**src/rtl/motorb_relu_seq_ctrl_if.sv**
```systemverilog
// rtl/motorb_relu_seq_ctrl_if.sv - ap_ctrl_hs handshake and vector bus for the ReLU sequencer
//
// Purpose: bundles the ap_ctrl_hs control handshake together with the input and
//          result vectors of motorb_relu_seq_ctrl.
// Ports (signals):
//   ap_start      master->slave  request to process p_read_vec
//   p_read_vec    master->slave  N*W input lanes, lane k at [k*W +: W]
//   ap_idle       slave->master  block is idle
//   ap_ready      slave->master  one-cycle pulse, next ap_start can be taken
//   ap_done       slave->master  one-cycle pulse, ap_return_vec/clip_cnt valid
//   ap_return_vec slave->master  N*W ReLU results
//   clip_cnt      slave->master  lanes forced to zero in the last vector
interface motorb_relu_seq_ctrl_if #(
  parameter int N     = 9,
  parameter int W     = 32,
  parameter int CNT_W = 4
);
  logic             ap_start;
  logic             ap_idle;
  logic             ap_ready;
  logic             ap_done;
  logic [N*W-1:0]   p_read_vec;
  logic [N*W-1:0]   ap_return_vec;
  logic [CNT_W-1:0] clip_cnt;

  modport master (
    output ap_start, p_read_vec,
    input  ap_idle, ap_ready, ap_done, ap_return_vec, clip_cnt
  );

  modport slave (
    input  ap_start, p_read_vec,
    output ap_idle, ap_ready, ap_done, ap_return_vec, clip_cnt
  );
endinterface

```
**src/rtl/motorb_relu_seq_ctrl.sv**
```systemverilog
// rtl/motorb_relu_seq_ctrl.sv - time-multiplexed ReLU sequencer with ap_ctrl_hs handshake
//
// Purpose: latches an N-lane vector on ap_start, pushes one lane per clock through a
//          single shared compare/clamp stage and reports the results plus the number
//          of clamped lanes, pulsing ap_done/ap_ready for one cycle at completion.
// Ports:
//   ap_clk  clock, rising edge
//   ap_rst  asynchronous active-high reset
//   bus     slave modport: ap_start, p_read_vec in; ap_idle, ap_ready, ap_done,
//           ap_return_vec, clip_cnt out
module motorb_relu_seq_ctrl #(
  parameter int N     = 9,
  parameter int W     = 32,
  parameter int CNT_W = 4
) (
  input  logic                  ap_clk,
  input  logic                  ap_rst,
  motorb_relu_seq_ctrl_if.slave bus
);

  typedef enum logic [1:0] {
    S_IDLE = 2'd0,
    S_RUN  = 2'd1,
    S_DONE = 2'd2
  } state_t;

  state_t           state;
  logic [CNT_W-1:0] idx;
  logic [CNT_W-1:0] acc;
  logic [CNT_W-1:0] clip_cnt_q;
  logic [N*W-1:0]   shadow;
  logic [N*W-1:0]   ret_vec;
  logic             done_q;
  logic             ready_q;
  logic             idle_q;

  logic [W-1:0]     cur_x;
  logic [W-1:0]     cur_y;
  logic             cur_clip;
  logic [CNT_W-1:0] acc_next;

  // Shared lane: select the current lane from the shadow copy.
  always_comb begin
    cur_x = '0;
    for (int k = 0; k < N; k++) begin
      if (idx == CNT_W'(k)) cur_x = shadow[k*W +: W];
    end
  end

  // Non-positive means sign bit set or exactly zero; zero is clamped too.
  assign cur_clip = cur_x[W-1] || (cur_x == '0);
  assign cur_y    = cur_clip ? '0 : cur_x;
  assign acc_next = acc + {{(CNT_W-1){1'b0}}, cur_clip};

  always_ff @(posedge ap_clk or posedge ap_rst) begin
    if (ap_rst) begin
      state      <= S_IDLE;
      idx        <= '0;
      acc        <= '0;
      shadow     <= '0;
      ret_vec    <= '0;
      clip_cnt_q <= '0;
      done_q     <= 1'b0;
      ready_q    <= 1'b0;
      idle_q     <= 1'b1;
    end else begin
      case (state)
        // DONE behaves like IDLE for accepting a new vector, which gives
        // back-to-back operation without an idle bubble.
        S_IDLE, S_DONE: begin
          done_q  <= 1'b0;
          ready_q <= 1'b0;
          if (bus.ap_start) begin
            shadow <= bus.p_read_vec;
            idx    <= '0;
            acc    <= '0;
            state  <= S_RUN;
            idle_q <= 1'b0;
          end else begin
            state  <= S_IDLE;
            idle_q <= 1'b1;
          end
        end

        S_RUN: begin
          for (int k = 0; k < N; k++) begin
            if (idx == CNT_W'(k)) ret_vec[k*W +: W] <= cur_y;
          end
          if (idx == CNT_W'(N-1)) begin
            clip_cnt_q <= acc_next;
            idx        <= '0;
            state      <= S_DONE;
            done_q     <= 1'b1;
            ready_q    <= 1'b1;
          end else begin
            idx <= idx + CNT_W'(1);
            acc <= acc_next;
          end
        end

        default: begin
          state   <= S_IDLE;
          idle_q  <= 1'b1;
          done_q  <= 1'b0;
          ready_q <= 1'b0;
        end
      endcase
    end
  end

  assign bus.ap_idle       = idle_q;
  assign bus.ap_done       = done_q;
  assign bus.ap_ready      = ready_q;
  assign bus.ap_return_vec = ret_vec;
  assign bus.clip_cnt      = clip_cnt_q;

endmodule

```
**src/flat_wrapper.sv**
```systemverilog
// flat-port wrapper written by rule: the top's interface ports become plain ports
module motorb_relu_seq_ctrl_flat 
#(
  parameter int N     = 9,
  parameter int W     = 32,
  parameter int CNT_W = 4
)
  (ap_clk, ap_rst, bus_ap_start, bus_p_read_vec, bus_ap_idle, bus_ap_ready, bus_ap_done, bus_ap_return_vec, bus_clip_cnt);
  motorb_relu_seq_ctrl_if #(.N(N), .W(W), .CNT_W(CNT_W)) bus_i ();
  input  logic ap_clk;
  input  logic ap_rst;
  input wire logic [$bits(bus_i.ap_start)-1:0] bus_ap_start;
  input wire logic [$bits(bus_i.p_read_vec)-1:0] bus_p_read_vec;
  output wire logic [$bits(bus_i.ap_idle)-1:0] bus_ap_idle;
  output wire logic [$bits(bus_i.ap_ready)-1:0] bus_ap_ready;
  output wire logic [$bits(bus_i.ap_done)-1:0] bus_ap_done;
  output wire logic [$bits(bus_i.ap_return_vec)-1:0] bus_ap_return_vec;
  output wire logic [$bits(bus_i.clip_cnt)-1:0] bus_clip_cnt;
  assign bus_i.ap_start = bus_ap_start;
  assign bus_i.p_read_vec = bus_p_read_vec;
  assign bus_ap_idle = bus_i.ap_idle;
  assign bus_ap_ready = bus_i.ap_ready;
  assign bus_ap_done = bus_i.ap_done;
  assign bus_ap_return_vec = bus_i.ap_return_vec;
  assign bus_clip_cnt = bus_i.clip_cnt;
  motorb_relu_seq_ctrl #(.N(N), .W(W), .CNT_W(CNT_W)) u_core (.ap_clk(ap_clk), .ap_rst(ap_rst), .bus(bus_i));
endmodule
```
**config.mk**
```make
export PLATFORM = sky130hd
export DESIGN_NAME = motorb_relu_seq_ctrl_flat
export DESIGN_NICKNAME = d
export VERILOG_FILES = /design/src/rtl/motorb_relu_seq_ctrl_if.sv /design/src/rtl/motorb_relu_seq_ctrl.sv /design/src/flat_wrapper.sv
export SDC_FILE = /design/constraint.sdc
export NUM_CORES = 1
export LEC_CHECK = 0
export CORE_ASPECT_RATIO = 1.5
export CORE_MARGIN = 1.5
export CORE_UTILIZATION = 40
export CTS_CLUSTER_SIZE = 24
export DETAILED_ROUTE_END_ITERATION = 10
export PLACE_DENSITY = 0.66
export SYNTH_ARGS = -nofsm -noshare
export SYNTH_HDL_FRONTEND = slang
export SYNTH_SLANG_ARGS = --single-unit
```
**constraint.sdc**
```tcl
create_clock -name ap_clk -period 27.1 [get_ports ap_clk]
set_input_delay 6.775 -clock ap_clk [delete_from_list [all_inputs] [get_ports ap_clk]]
set_output_delay 6.775 -clock ap_clk [all_outputs]
set_load 0.03 [all_outputs]
```
* Word level (Yosys, flattened, before mapping)
Index checks and enable logic that the tools add are counted.
** Cells by class
- Equality and inequality tests :: 13
- Reductions and logical operators :: 18
- Multiplexer cells :: 22
- Add/subtract/negate cells :: 2
** Operator list (number)
- $mux 32 :: 10
- $logic_not 32->1 :: 1
- $reduce_and 2->1 :: 11
- $eq 4x3->1 const B :: 4
- $pmux 4 s2 :: 2
- $mux 4 :: 3
- $eq 4x2->1 const B :: 2
- $add 4x1->4 :: 1
- $add 4x1->4 const B :: 1
- $eq 4x1->1 const B :: 1
- $eq 4x4->1 const B :: 1
- $logic_not 4->1 :: 1
- $mux 1 :: 4
- $ne 2x2->1 const B :: 2
- $pmux 2 s2 :: 1
- $reduce_and 3->1 :: 1
- $eq 2x1->1 const B :: 1
- $eq 2x2->1 const B :: 1
- $logic_not 2->1 :: 1
- $mux 2 :: 1
- $ne 2x1->1 const B :: 1
- $pmux 1 s2 :: 1
- $reduce_bool 2->1 :: 1
- $reduce_or 2->1 :: 1
- $logic_or 1x1->1 :: 1
** Word-level totals
- Word-level logic and storage cells :: 71
- Output and inout port bits :: 295
- Register bits :: 592
- Bits of input ports :: 291

* Longest topological paths before layout
- Depth after elaboration :: 15
- Gate-level depth with buffers :: 19
- Gate-level depth less buffers :: 15

* Worst setup path after synthesis
OpenSTA, ideal clock, no wires.
- Kind :: input -> register
- Start point :: input bus_ap_start
- End point :: register u_core.shadow[209]
- Setup slack :: 18.939 ns
- Data required time :: 26.975 ns
- Cell stages on the path :: 5
- Arrival :: 8.036 ns
- Setup time :: 0.125 ns
- Buffers on the path :: 3
- Path through :: nor2b_1 clkbuf_1 clkbuf_1 clkbuf_1 mux2_2
** Between the ends
- Longest elaborated chain between the ends :: 1
** Ends and longest elaborated chain
- start, declared :: RTL line flat_wrapper.sv:12 : input wire logic [$bits(bus_i.ap_start)-1:0] bus_ap_start;
- $reduce_and 2->1 (no line)
- end signal, assigned :: RTL line motorb_relu_seq_ctrl.sv:74 : shadow <= bus.p_read_vec;
- end, declared :: RTL line motorb_relu_seq_ctrl.sv:31 : logic [N*W-1:0] shadow;
Every way passes these cells.
A chain may end at the register's enable or synchronous reset.

* Worst setup path in the final report
- Start point :: input bus_ap_start
- End point :: register u_core.shadow[254]
The elaborated chain is that of the path after synthesis.

==> results.cfg <==
[sta]
finalClockSkew_ns = 0.0393
hold_viol = 0
slew-limit-headroom_pct = 20.8
worst_pin_slew_ns = 1.18
maxSlewViolCount = 0
setup_viol = 0
finalSetupTns_ns = 0
clock.fmax_mhz = 108
min_period_over_period_pct = 34.3
finalCriticalPeriod_ns = 9.29
rsz0062_at_grt = false
hold-worst-slack_ns = 0.477

[clocking]
clock_sinks = 591
htreeDepth = 2
postCtsSetupRepairBufs = 0
cts_resized = 0
cts_hold_buf = 0
clk_pin_slew_ns = 0.07
root_buffer = clkbuf_16
clock_latency_ns = 0.63
cts_buffers = 55
clock_path_buffers = 3
cts_tree = built

[placement]
dp_cells = 3301
place_area_um2 = 30600
portBuffers = 585
place.gp.congestion = 0.834
dp.final_hpwl_um = 59900

[synthesis]
yosys_warnings = 0
ys_ff_latch = 591
ys_types = 62
synthArstFlopShare_pct = 100
syn_area_per_cell_um2 = 11.6
synth_largest_area_cell = dfrtp_1
synth-edff-count = 0
synthCells = 2062
synthTopCellsByArea = dfrtp_1 (61%), mux2_2 (14%), o21ai_0 (7.2%)
syn_area_um2 = 24000
synth_nets = 2359
synth_ff_type = dfrtp_1
synth_top_area_share_pct = 61.5
synth-seq-area-share_pct = 61.6

[drt]
drt_pass1_iterations = 7
drc = 0
via_per_inst = 5.45
drtIter0Drc = 1137
vias = 18568
drt-total-wl_um = 82900
drt.antenna.violating_nets = 0
wl_per_cell_um = 24.3

[setup_path]
critPathTopFamily = buffers and inverters
cp-startpoint = bus_ap_start
endpoint = u_core.shadow[254]
start_kind = input pin
r2r_end = u_core.bus.clip_cnt[1]
max_stage_delay_ns = 0.72
worst-path-buf-inv = 3
r2r-start = u_core.idx[3]
worstPathArrival_ns = 9.79
cp_common_cell = buf_4
cp.required_ns = 27.60
cp_cell_sequence = clkdlybuf4s50_1 > nor2b_4 > buf_4 > buf_4 > mux2_2
cp_max_fo = 63
regToRegSetupSlack_ns = 20.96
r2r_cells = 12
cp-end-kind = flop
worst_path_max_delay_cell = buf_4
path_depth = 5
setup.worst_path.class = in2reg

[pwr]
peakVddDrop_mv = 0.0648
swShare_pct = 42.9
leakagePower_nw = 13.6
internal-power_w = 0.00253
seqPwrFrac_pct = 33.7
pwr-share-comb_pct = 47.6
powerDensity_nw_per_um2 = 137
power_switching_w = 0.00191
p_clk_share_pct = 18.7

[final_layout]
fin_nets = 2878
drive_gt1_share_pct = 16.9
final_common_cell = dfrtp_1
fin_cells = 3410
fin_area_um2 = 32500
layout_common_cells = dfrtp_1 (589), clkdlybuf4s50_1 (585), o21ai_0 (346)
syn_to_final_growth_pct = 35.5

[global_routing]
grt_pass1_vias = 18557
antenna_found_initial = 22
grt_remaining_overflow = 0
grt_max_degree = 169
grt_first_pass_wirelength_um = 121000
grt_usage_pct = 26.5

[outcome]
status = complete, no violations

[floorplanning]
io-pin-count = 586
die_area_um2 = 61500
dieHeight_um = 303
num_rows = 109
core_um2 = 59200
fp.dieW_um = 203
start_util_pct = 40.6

[job]
cap_violations = 0

[hold_path]
min_path_type = reg2reg
min-delay-start = u_core.bus.ap_return_vec[252]
==> logic make-up (layout without fill, tap and decap cells) <==
| logic type | after synthesis | in the layout | share of synthesized area, % |
|---|---|---|---|
| xor+xnor | 2 | 2 | 0.0730 |
| compound gates | 556 | 556 | 13.9 |
| other cells | 0 | 6 | 0 |
| flops | 591 | 591 | 61.6 |
| simple gates | 453 | 453 | 7.84 |
| mux | 288 | 288 | 13.5 |
| buf+inv | 166 | 731 | 2.78 |
| fa+ha+maj | 6 | 6 | 0.313 |
==> power groups by stage <==
| stage | Combinational [W] | Clock (W) | Sequential, W |
|---|---|---|---|
| 2_1_floorplan | 0.000920 | 0 | 0.00176 |
| 3_3_place_gp | 0.00210 | 0 | 0.00149 |
| 3_5_place_dp | 0.00213 | 0 | 0.00151 |
| 4_1_cts | 0.00214 | 0.000845 | 0.00149 |
| 5_1_grt | 0.00227 | 0.000879 | 0.00154 |
| 6_report | 0.00212 | 0.000831 | 0.00150 |
==> how the worst min path moves through the flow <==
stage	endpoint	slack, ns	cells after the start
floorplan	u_core.acc[0]	0.46	2
global placement	u_core.bus.ap_return_vec[234]	0.46	2
detailed placement	u_core.bus.ap_return_vec[157]	0.47	2
CTS	u_core.bus.ap_return_vec[70]	0.48	2
global route	u_core.bus.ap_return_vec[70]	0.49	2
finish	u_core.bus.ap_return_vec[252]	0.48	2
==> sequential cells by signal (all words and copies together) (netlist names) <==
name and cells:
u_core.bus.ap_return_vec 288, u_core.acc 4, u_core.bus.ap_idle 1, u_core.bus.clip_cnt 4, u_core.idx 4, u_core.shadow 288, u_core.state 2
==> cell usage after synthesis (all sizes together), types with 9 or more instances <==
library cell and n:
dfrtp 590, nor3 10, clkbuf 127, o21ai 346
nand2 350, o22ai 19, o22a 11, inv 10
mux2 288, buf 29, a222oi 14, o221ai 10
nor2 35, a221oi 33, and2 9, a21oi 60
==> worst reg2reg max path, cell delays in order (launching register included) <==
cell and delay (ns):
dfrtp_2 0.62, buf_4 0.47, and3b_2 0.89, nor2_1 0.51, a21boi_1 0.26, a221o_1 0.42, or4_1 0.53, nor4_1 0.88
nand3_1 0.20, o41ai_2 0.49, ha_1 0.26, ha_1 0.25, mux2_2 0.26
==> area by class of cell <==
type	instances	area [um2]
clock inverters	18	315
clock buffers	85	1630
flip-flops and latches	591	14800
well taps	777	972
fillers	5084	26700
diodes	6	15.0
inverters	10	45.0
repair buffers	618	6130
multi-input cells	1305	8630
==> metrics by stage <==
stage,worst slack [ns],power (W),util [%]
3_5_place_dp,17.22,0.00364,51.6
2_1_floorplan,3.79,0.00268,-
6_report,17.81,0.00444,55.0
5_1_grt,17.67,0.00468,55.0
4_1_cts,17.87,0.00448,54.9
3_3_place_gp,17.28,0.00358,51.6
==> metal layers <==
layer	wire length (um)	GRT usage (%)
met4	4250	13.0
met2	41000	45.0
met5	185	0
met3	6070	6.52
met1	31400	31.6
(Power assumes the default switching activity.)
